===== src/rtl/serial_frame_sequencer_pkg.sv =====
`default_nettype none
// ============================================================================
// Module  : serial_seq_pkg
// Brief   : State encodings and default field widths for the frame sequencer
// Revision: 1.0
// ============================================================================
package serial_seq_pkg;

  localparam int PORT_W_DEFAULT = 2;
  localparam int LEN_W_DEFAULT  = 4;

  localparam logic [2:0] IDLE = 3'd0;
  localparam logic [2:0] PORT = 3'd1;
  localparam logic [2:0] LEN  = 3'd2;
  localparam logic [2:0] DATA = 3'd3;
  localparam logic [2:0] DONE = 3'd4;

endpackage
`default_nettype wire


===== src/rtl/serial_frame_sequencer_bit_counter.sv =====
`default_nettype none
// ============================================================================
// Module  : seq_bit_counter
// Brief   : Reloadable up-counter with terminal-count compare, shared by phases
// Revision: 1.0
// ============================================================================
module seq_bit_counter #(
  parameter int WIDTH = 4
) (
  input  logic             clk,
  input  logic             rst,
  input  logic             load,
  input  logic             en,
  input  logic [WIDTH-1:0] tc_val,
  output logic             tc
);

  logic [WIDTH-1:0] cnt_q;
  logic [WIDTH-1:0] cnt_d;

  always_comb begin
    cnt_d = cnt_q;
    if (load) begin
      cnt_d = '0;
    end else if (en) begin
      cnt_d = cnt_q + WIDTH'(1);
    end
  end

  always_ff @(posedge clk) begin
    if (rst) begin
      cnt_q <= '0;
    end else begin
      cnt_q <= cnt_d;
    end
  end

  assign tc = (cnt_q == tc_val);

endmodule
`default_nettype wire


===== src/rtl/serial_frame_sequencer.sv =====
`default_nettype none
// ============================================================================
// Module  : serial_frame_sequencer
// Brief   : Decodes start/address/length framing and routes payload to a lane
// Revision: 1.0
// ============================================================================
module serial_frame_sequencer
  import serial_seq_pkg::*;
#(
  parameter int PORT_W  = PORT_W_DEFAULT,
  parameter int LEN_W   = LEN_W_DEFAULT,
  parameter int N_PORTS = 2 ** PORT_W
) (
  input  logic               clk,
  input  logic               rst,
  input  logic               ser_in,
  input  logic               abort,
  output logic [N_PORTS-1:0] ser_out,
  output logic [N_PORTS-1:0] out_valid,
  output logic [PORT_W-1:0]  port_sel,
  output logic               busy,
  output logic               done
);

  logic [2:0]         state_q, state_d;
  logic [PORT_W-1:0]  addr_q, addr_d;
  logic [PORT_W-1:0]  port_sel_q, port_sel_d;
  logic [LEN_W-1:0]   len_q, len_d;
  logic [N_PORTS-1:0] ser_out_q, ser_out_d;
  logic [N_PORTS-1:0] out_valid_q, out_valid_d;

  logic               cnt_load;
  logic               cnt_en;
  logic               cnt_tc;
  logic [LEN_W-1:0]   cnt_tc_val;

  logic [PORT_W-1:0]  addr_shift;
  logic [LEN_W-1:0]   len_shift;
  logic [N_PORTS-1:0] lane_onehot;
  logic               state_legal;

  // Shift values include the bit sampled this cycle so the final decision
  // (length zero, captured address) is made without an extra cycle.
  assign addr_shift  = PORT_W'({addr_q, ser_in});
  assign len_shift   = LEN_W'({len_q, ser_in});
  assign lane_onehot = N_PORTS'(1) << port_sel_q;
  assign state_legal = (state_q == IDLE) || (state_q == PORT) || (state_q == LEN) ||
                       (state_q == DATA) || (state_q == DONE);

  seq_bit_counter #(
    .WIDTH (LEN_W)
  ) u_bit_counter (
    .clk    (clk),
    .rst    (rst),
    .load   (cnt_load),
    .en     (cnt_en),
    .tc_val (cnt_tc_val),
    .tc     (cnt_tc)
  );

  always_ff @(posedge clk) begin
    if (rst) begin
      state_q <= IDLE;
    end else begin
      state_q <= state_d;
    end
  end

  always_comb begin
    state_d = state_q;
    case (state_q)
      IDLE: if (!ser_in && !abort) state_d = PORT;
      PORT: begin
        if (abort)       state_d = IDLE;
        else if (cnt_tc) state_d = LEN;
      end
      LEN: begin
        if (abort)       state_d = IDLE;
        else if (cnt_tc) state_d = (len_shift == '0) ? DONE : DATA;
      end
      DATA: begin
        if (abort)       state_d = IDLE;
        else if (cnt_tc) state_d = DONE;
      end
      DONE:    state_d = IDLE;
      default: state_d = IDLE;
    endcase
  end

  always_comb begin
    busy       = (state_q != IDLE);
    done       = (state_q == DONE);
    cnt_load   = (state_d != state_q);
    cnt_en     = (state_q == PORT) || (state_q == LEN) || (state_q == DATA);
    cnt_tc_val = '0;
    case (state_q)
      PORT:    cnt_tc_val = LEN_W'(PORT_W - 1);
      LEN:     cnt_tc_val = LEN_W'(LEN_W - 1);
      DATA:    cnt_tc_val = len_q - LEN_W'(1);
      default: cnt_tc_val = '0;
    endcase
  end

  always_comb begin
    addr_d      = addr_q;
    port_sel_d  = port_sel_q;
    len_d       = len_q;
    ser_out_d   = '0;
    out_valid_d = '0;
    if (!state_legal) begin
      port_sel_d = '0;
    end else if (!abort) begin
      case (state_q)
        PORT: begin
          addr_d = addr_shift;
          if (cnt_tc) port_sel_d = addr_shift;
        end
        LEN:  len_d = len_shift;
        DATA: begin
          out_valid_d = lane_onehot;
          ser_out_d   = ser_in ? lane_onehot : '0;
        end
        default: ;
      endcase
    end
  end

  always_ff @(posedge clk) begin
    if (rst) begin
      addr_q      <= '0;
      port_sel_q  <= '0;
      len_q       <= '0;
      ser_out_q   <= '0;
      out_valid_q <= '0;
    end else begin
      addr_q      <= addr_d;
      port_sel_q  <= port_sel_d;
      len_q       <= len_d;
      ser_out_q   <= ser_out_d;
      out_valid_q <= out_valid_d;
    end
  end

  assign ser_out   = ser_out_q;
  assign out_valid = out_valid_q;
  assign port_sel  = port_sel_q;

endmodule
`default_nettype wire


===== config.mk =====
export PLATFORM = sky130hd
export DESIGN_NAME = serial_frame_sequencer
export DESIGN_NICKNAME = d
export VERILOG_FILES = /design/src/rtl/serial_frame_sequencer_pkg.sv /design/src/rtl/serial_frame_sequencer_bit_counter.sv /design/src/rtl/serial_frame_sequencer.sv
export SDC_FILE = /design/constraint.sdc
export NUM_CORES = 1
export LEC_CHECK = 0
export BUFFER_PORTS_ARGS = -buffer_cell sky130_fd_sc_hd__buf_2
export CAP_MARGIN = 20
export CORE_AREA = 8 8 61 76
export DETAILED_ROUTE_END_ITERATION = 12
export DIE_AREA = 0 0 69 84
export GPL_TIMING_DRIVEN = 0
export PLACE_DENSITY = 0.61
export SYNTH_ARGS = -nofsm -noshare
export SYNTH_HDL_FRONTEND = slang
export SYNTH_SLANG_ARGS = --single-unit

===== constraint.sdc =====
create_clock -name clk -period 2.12 [get_ports clk]
set_clock_uncertainty 0.15 [all_clocks]
set_input_delay 0.318 -clock clk [delete_from_list [all_inputs] [get_ports clk]]
set_output_delay 0.318 -clock clk [all_outputs]
set_load 0.02 [all_outputs]

After elaboration in Yosys (flattened, before gate mapping)
Cells that the tools add are included.

storage, ports and cells
  input bits = 4
  output and inout port bits = 12
  word-level logic and storage cells = 49
  flip-flop bits (word level) = 22

operators by class
  $add $sub $neg = 2
  bitwise gates (word level) = 4
  equality and inequality tests = 6
  reduce and logical (&&, ||, !) cells = 19
  shift-type cells = 1
  multiplexer cells = 10

operators by type and width
  cell                                                  number
  two-way mux 3 bit                                     8
  one-hot mux 3 bit (4 select lines)                    1
  one-hot mux 4 bit (3 select lines)                    1
  AND reduction 3 bit                                   3
  equality test 3 x 2 -> 1 bit (second input constant)  2
  logical OR 1 bit                                      6
  OR reduction 5 bit                                    1
  adder 4 x 1 -> 4 bit (second input constant)          1
  equality test 4 bit                                   1
  zero test 4 bit                                       1
  NOT 1 bit                                             4
  OR reduction 2 bit                                    2
  OR reduction 4 bit                                    1
  left shift 1 x 2 -> 4 bit (first input constant)      1
  subtractor 4 x 1 -> 4 bit (second input constant)     1
  equality test 3 x 1 -> 1 bit (second input constant)  1
  equality test 3 bit (second input constant)           1
  zero test 3 bit                                       1
  != test 3 bit                                         1
  nonzero test 3 bit                                    1
  zero test 1 bit                                       2
  logical AND 1 bit                                     1

Longest topological paths before layout
  depth after elaboration = 8
  depth in mapped cells = 7
  mapped depth without buffers = 7

By module
From an unflattened synthesis, not the netlist that was laid out.

second synthesis, totals
  cells, all modules = 113
  area, all modules = 1043.5 sq um

by module, submodules not included
  module                  cells an instance  seq. area each (sq um)  area an instance (sq um)  times used
  serial_frame_sequencer  91                 360.3                   824.5                     1
  seq_bit_counter         22                 80.1                    219.0                     1

Worst setup path before layout
No wires, ideal clock.

  kind = register -> register
  from = register len_q[0]
  to = register state_q[1]
  required time = 1.851 ns
  clock period less this slack = 2.168 ns
  slack = -0.048 ns
  stages on the path, launching flop included = 8
  path buffers = 0
  data arrival time = 1.899 ns
  library setup time = 0.119 ns
  path through = dfxtp_1 -> inv_1 -> ha_1 -> and2_1 -> o21ai_1 -> nand4_2 -> or3_1 -> o221a_2

on the way
  word-level cells in the longest chain between the ends = 6
  elaborated cells on any way between the ends = 12
  classes of those cells = add/sub (1); eq/ne (1); mux (9); reduce/logical (1)

ends and longest elaborated chain
  what                                         line                                                                                      RTL
  start: declaration                           serial_frame_sequencer.sv:28                                                              logic [LEN_W-1:0] len_q, len_d;
  start signal: assignment                     serial_frame_sequencer.sv:138                                                             len_q <= len_d;
  subtractor 4 x 1 -> 4 bit                    serial_frame_sequencer.sv:99                                                              DATA: cnt_tc_val = len_q - LEN_W'(1);
  one-hot mux 4 bit (3 select lines)           serial_frame_sequencer.sv:96                                                              case (state_q)
  equality test 4 bit                          serial_frame_sequencer_bit_counter.sv:38                                                  assign tc = (cnt_q == tc_val);
  two-way mux 3 bit, on equally long branches  serial_frame_sequencer.sv:83, serial_frame_sequencer.sv:75, serial_frame_sequencer.sv:79
  two-way mux 3 bit, on equally long branches  serial_frame_sequencer.sv:82, serial_frame_sequencer.sv:74, serial_frame_sequencer.sv:78
  one-hot mux 3 bit (4 select lines) *         serial_frame_sequencer.sv:71                                                              case (state_q)
  end signal: assignment                       serial_frame_sequencer.sv:65                                                              state_q <= state_d;
  end: declaration                             serial_frame_sequencer.sv:25                                                              logic [2:0] state_q, state_d;

Mark *: on every way between the ends. The rest lies on a longest branch, timed or not.
A chain may end at the register's enable or synchronous reset.

Final worst setup path
  from = register len_q[2]
  to = register u_bit_counter.cnt_q[2]

on the way
  word-level cells in the longest chain between the ends = 8
  elaborated cells on any way between the ends = 14
  classes of those cells = add/sub (1); eq/ne (2); mux (9); reduce/logical (2)

ends and longest elaborated chain
  what                                         line                                                                                      RTL
  subtractor 4 x 1 -> 4 bit                    serial_frame_sequencer.sv:99
  one-hot mux 4 bit (3 select lines)           serial_frame_sequencer.sv:96
  equality test 4 bit                          serial_frame_sequencer_bit_counter.sv:38
  two-way mux 3 bit, on equally long branches  serial_frame_sequencer.sv:83, serial_frame_sequencer.sv:75, serial_frame_sequencer.sv:79
  two-way mux 3 bit, on equally long branches  serial_frame_sequencer.sv:82, serial_frame_sequencer.sv:74, serial_frame_sequencer.sv:78
  one-hot mux 3 bit (4 select lines) *         serial_frame_sequencer.sv:71
  != test 3 bit *                              serial_frame_sequencer.sv:93                                                              cnt_load = (state_d != state_q);
  OR reduction 2 bit (no source line) *        --
  end signal: assignment                       serial_frame_sequencer_bit_counter.sv:34                                                  cnt_q <= cnt_d;
  end: declaration                             serial_frame_sequencer_bit_counter.sv:18                                                  logic [WIDTH-1:0] cnt_q;

Marked as above.

==> results.md <==
* Aggregate negative setup slack at 0 ps
* Critical path required time at around 2100 ps
* Number of ports placed on the die boundary at 16
* Count of distinct cell types in the synthesized netlist at 40
* Seq/Total Area, Yosys at between 30% and 40%
* Delay of the slowest cell on the worst path at between 500 and 600 ps
* Number of antenna violations at the first check in global routing at 0
* TritonCTS clock tree: yes
* Static leakage at 0.584 nW
* Max Cap Viol at 0
* Detailed Place HPWL at about 2000 µm
* First-pass GRT wire length at 4510 µm
* Root cell of the clock tree: sky130_fd_sc_hd__clkbuf_8
* Vias after detailed routing at 1031
* Global-route total usage across every layer at under 10%
* CTS buffer count at 3
* Net count after synthesis at 131
* Crit path capture type: flop
* Maximum operating frequency at ~480 MHz
* Proportion of register bits with asynchronous set or reset after synthesis at 0%
* Net switching power at about 0.23 mW
* Final wirelength at approximately 2800 µm
* Critical path cell sequence: or4_4 > a21oi_4 > xor2_4 > buf_6 > nor4_4 > nor4_1
* Ys Warns at 0
* Chip Width at 69 µm
* Result of the run: complete, no violations
* R2r worst-path depth at 6
* Critical path launch point type: flop
* Area of the mapped netlist at around 1200 µm²
* Setup repair after global routing missed its margin: true
* Maximum number of pins on one net before global-route repair at 13
* Post-Route Hold Slack at between 200 and 250 ps
* Mean routed wirelength per cell at 14.7 µm
* Slew headroom at a little under two thirds
* Count of buffering cells on the critical path with inverters included at 1
* Arr. time, crit path at 2100 ps
* Clock tree sinks at 22
* DRT iter0 DRCs at 44
* Layout overhead on the synthesized area at 28.8%
* Largest voltage drop on the vdd net at 0.000324 V
* Min Tclk post-route at approximately 2100 ps
* Count of flip-flops with a built-in enable after synthesis at 0
* Via density per instance at approximately 5.4
* Register area at about 450 µm²
* Final core area utilization at between 40% and 50%
* Remaining Overflow, GRT at 0
* Fin crit share at between 90 and 100%
* Actual slew at the worst max-slew pin at 546 ps
* Synthesized area per cell at a little over 9 µm²
* Synth Instances at roughly 130
* Length of the first detailed-routing pass in iterations at 4
* Top_reg_cell synth: sky130_fd_sc_hd__dfxtp_1
* Cells on Worst Hold Path at 3
* Total setup violations reported at the end of the flow at 0
* Part of the total power dissipated in sequential elements at between 40 and 50%
* Effective utilization at floorplan at 34.2%
* Combinational power share at between 10% and 20%
* CP delay by family, top: simple AND/OR/NAND/NOR gates
* Number of placement rows at 24
* Clock share of power at ~33%
* Post-layout total power at 0.897 mW
* Hold Vio Cnt, Final at 0
* Master of the slowest instance on the critical path: sky130_fd_sc_hd__or4_4
* Buffers added on ports at 14
* Total of fill cells in the finished design at between 300 and 400
* Worst Setup Path Type: flop to flop
* Clock-pin slew on the worst setup and hold paths at 80 ps
* Insertion delay to the later sink of the worst-skew pair at 260 ps
* Final slew viol count at 0
* CTS max path bufs at 2
* Number of nets at the end of the flow at between 150 and 200
* Die area at 5800 µm²
* H-tree depth at 1
* Crit path max fanout at 5
* Switching share of power at a little over a quarter
* Share of post-route cells with drive strength above 1 at 38.8%
* GPL Wtd Cong at a little over 0.8
* Crit path depth at 6
* N_diodes at 0
* Multi-input combinational cell area at between 700 and 800 µm²
* Class of the worst hold path: input pin to flop
* Via count of the first global-routing pass at between 900 and 1000
* Height of the die at ~84 µm
* Register bit total from synthesis at 22
* Final antenna-violating net count at 0
* DRC viols at 0
* P per Cell Area at just under 600 nW/µm²
* Internal power of the cells at 0.664 mW
* CORE AREA at about 3400 µm²
cells by family after synthesis:
kind of cell / after synthesis / synth area share [%]
AND/OR/NAND/NOR: 64 / 30.9
flip-flops: 22 / 37.6
AO/OA/AOI/OAI: 16 / 11.2
buffers and inverters: 8 / 4.49
XOR/XNOR: 7 / 8.45
multiplexers: 6 / 5.13
adder cells (fa/ha/maj): 2 / 2.14
per-layer routing:
metal	global-route usage [%]	vias up	wire (µm)
li1	-	506	-
met1	10.0	490	1140
met2	15.5	26	1460
met3	2.74	9	150
met4	3.93	0	63
met5	0	-	0
through the flow:
step	worst slack, ps	cells	cell area [µm²]
floorplan	4.70	125	1170
global placement	-150	178	1290
detailed placement	-163	178	1290
CTS	2.69	186	1400
global route	-43.7	191	1510
finish	19.0	191	1510
placed cells by master, fill, tap and decap left out, drive strengths merged, types with 2 or more instances in the layout:
master and count:
buf 27, clkbuf 5, or2 2, nor2 18, o31ai 3, ha 2
dfxtp 22, or3 4, nand2b 4, nand4 4, a21oi 4, mux2i 6
or4 3, xnor2 2, and2 2, xor2 5, nor3 8, inv 3
o21ai 4, nand2 7, nor4 8
synth_stat cells (2+ instances only):
cell | count | area share [%]
sky130_fd_sc_hd__and2_1 | 2 | 1.1
sky130_fd_sc_hd__buf_4 | 2 | 1.3
sky130_fd_sc_hd__nor3_1 | 7 | 3.0
sky130_fd_sc_hd__ha_1 | 2 | 2.1
sky130_fd_sc_hd__nand4_1 | 3 | 1.6
sky130_fd_sc_hd__mux2i_1 | 6 | 5.1
sky130_fd_sc_hd__or2_2 | 2 | 1.1
sky130_fd_sc_hd__nand2_1 | 7 | 2.2
sky130_fd_sc_hd__o21ai_0 | 2 | 0.86
sky130_fd_sc_hd__xor2_1 | 3 | 2.2
sky130_fd_sc_hd__nand2b_1 | 4 | 2.1
sky130_fd_sc_hd__xnor2_1 | 2 | 1.5
sky130_fd_sc_hd__or3_2 | 2 | 1.3
sky130_fd_sc_hd__nor2_1 | 18 | 5.8
sky130_fd_sc_hd__dfxtp_1 | 22 | 38
sky130_fd_sc_hd__or4_1 | 2 | 1.3
sky130_fd_sc_hd__o31ai_1 | 3 | 1.9
sky130_fd_sc_hd__nor4_1 | 7 | 3.7
sky130_fd_sc_hd__buf_6 | 2 | 1.9
sky130_fd_sc_hd__a21oi_1 | 3 | 1.3
sky130_fd_sc_hd__xor2_4 | 2 | 4.7
sky130_fd_sc_hd__or3_1 | 2 | 1.1
sky130_fd_sc_hd__inv_1 | 3 | 0.96
registers in the layout, indices dropped and copies added (netlist names):
signal               flops
addr_q                   1
port_sel                 2
out_valid                4
u_bit_counter.cnt_q      4
ser_out                  4
state_q                  3
len_q                    4
power groups by stage:
stage / clock (mW) / sequential, mW / combinational, mW
floorplan: 0 / 0.434 / 0.0988
global placement: 0 / 0.434 / 0.124
detailed placement: 0 / 0.435 / 0.127
CTS: 0.305 / 0.423 / 0.145
global route: 0.320 / 0.423 / 0.192
finish: 0.300 / 0.422 / 0.176
layout make-up:
| type | instances | area share, % |
|---|---|---|
| Clock buffer | 4 | 3.65 |
| Tap cell | 39 | 3.24 |
| Buffer | 5 | 2.74 |
| Sequential cell | 22 | 30.1 |
| Inverter | 3 | 0.748 |
| Timing Repair Buffer | 23 | 9.39 |
| Multi-Input combinational cell | 95 | 50.2 |
path summary, 6_finish.rpt:
check | from | slack, ps | to
worst min register to register | addr_q[0] | 320 | port_sel[1]
worst max register to register | len_q[2] | 20 | u_bit_counter.cnt_q[2]
worst max-delay path | len_q[2] | 20 | u_bit_counter.cnt_q[2]
worst min-delay path | ser_in | 230 | port_sel[0]
worst min-delay path: stages:
cell and delay, ps:
sky130_fd_sc_hd__buf_2 150, sky130_fd_sc_hd__nand4_1 80, sky130_fd_sc_hd__a21oi_1 60
repair_timing:
action	CTS	global route
setup endpoints to repair	6	7
resized for setup	8	13
buffers inserted	4	5
hold buffers	0	0
pin swaps	3	13
cloned	0	0
(Power assumes the default switching activity.)
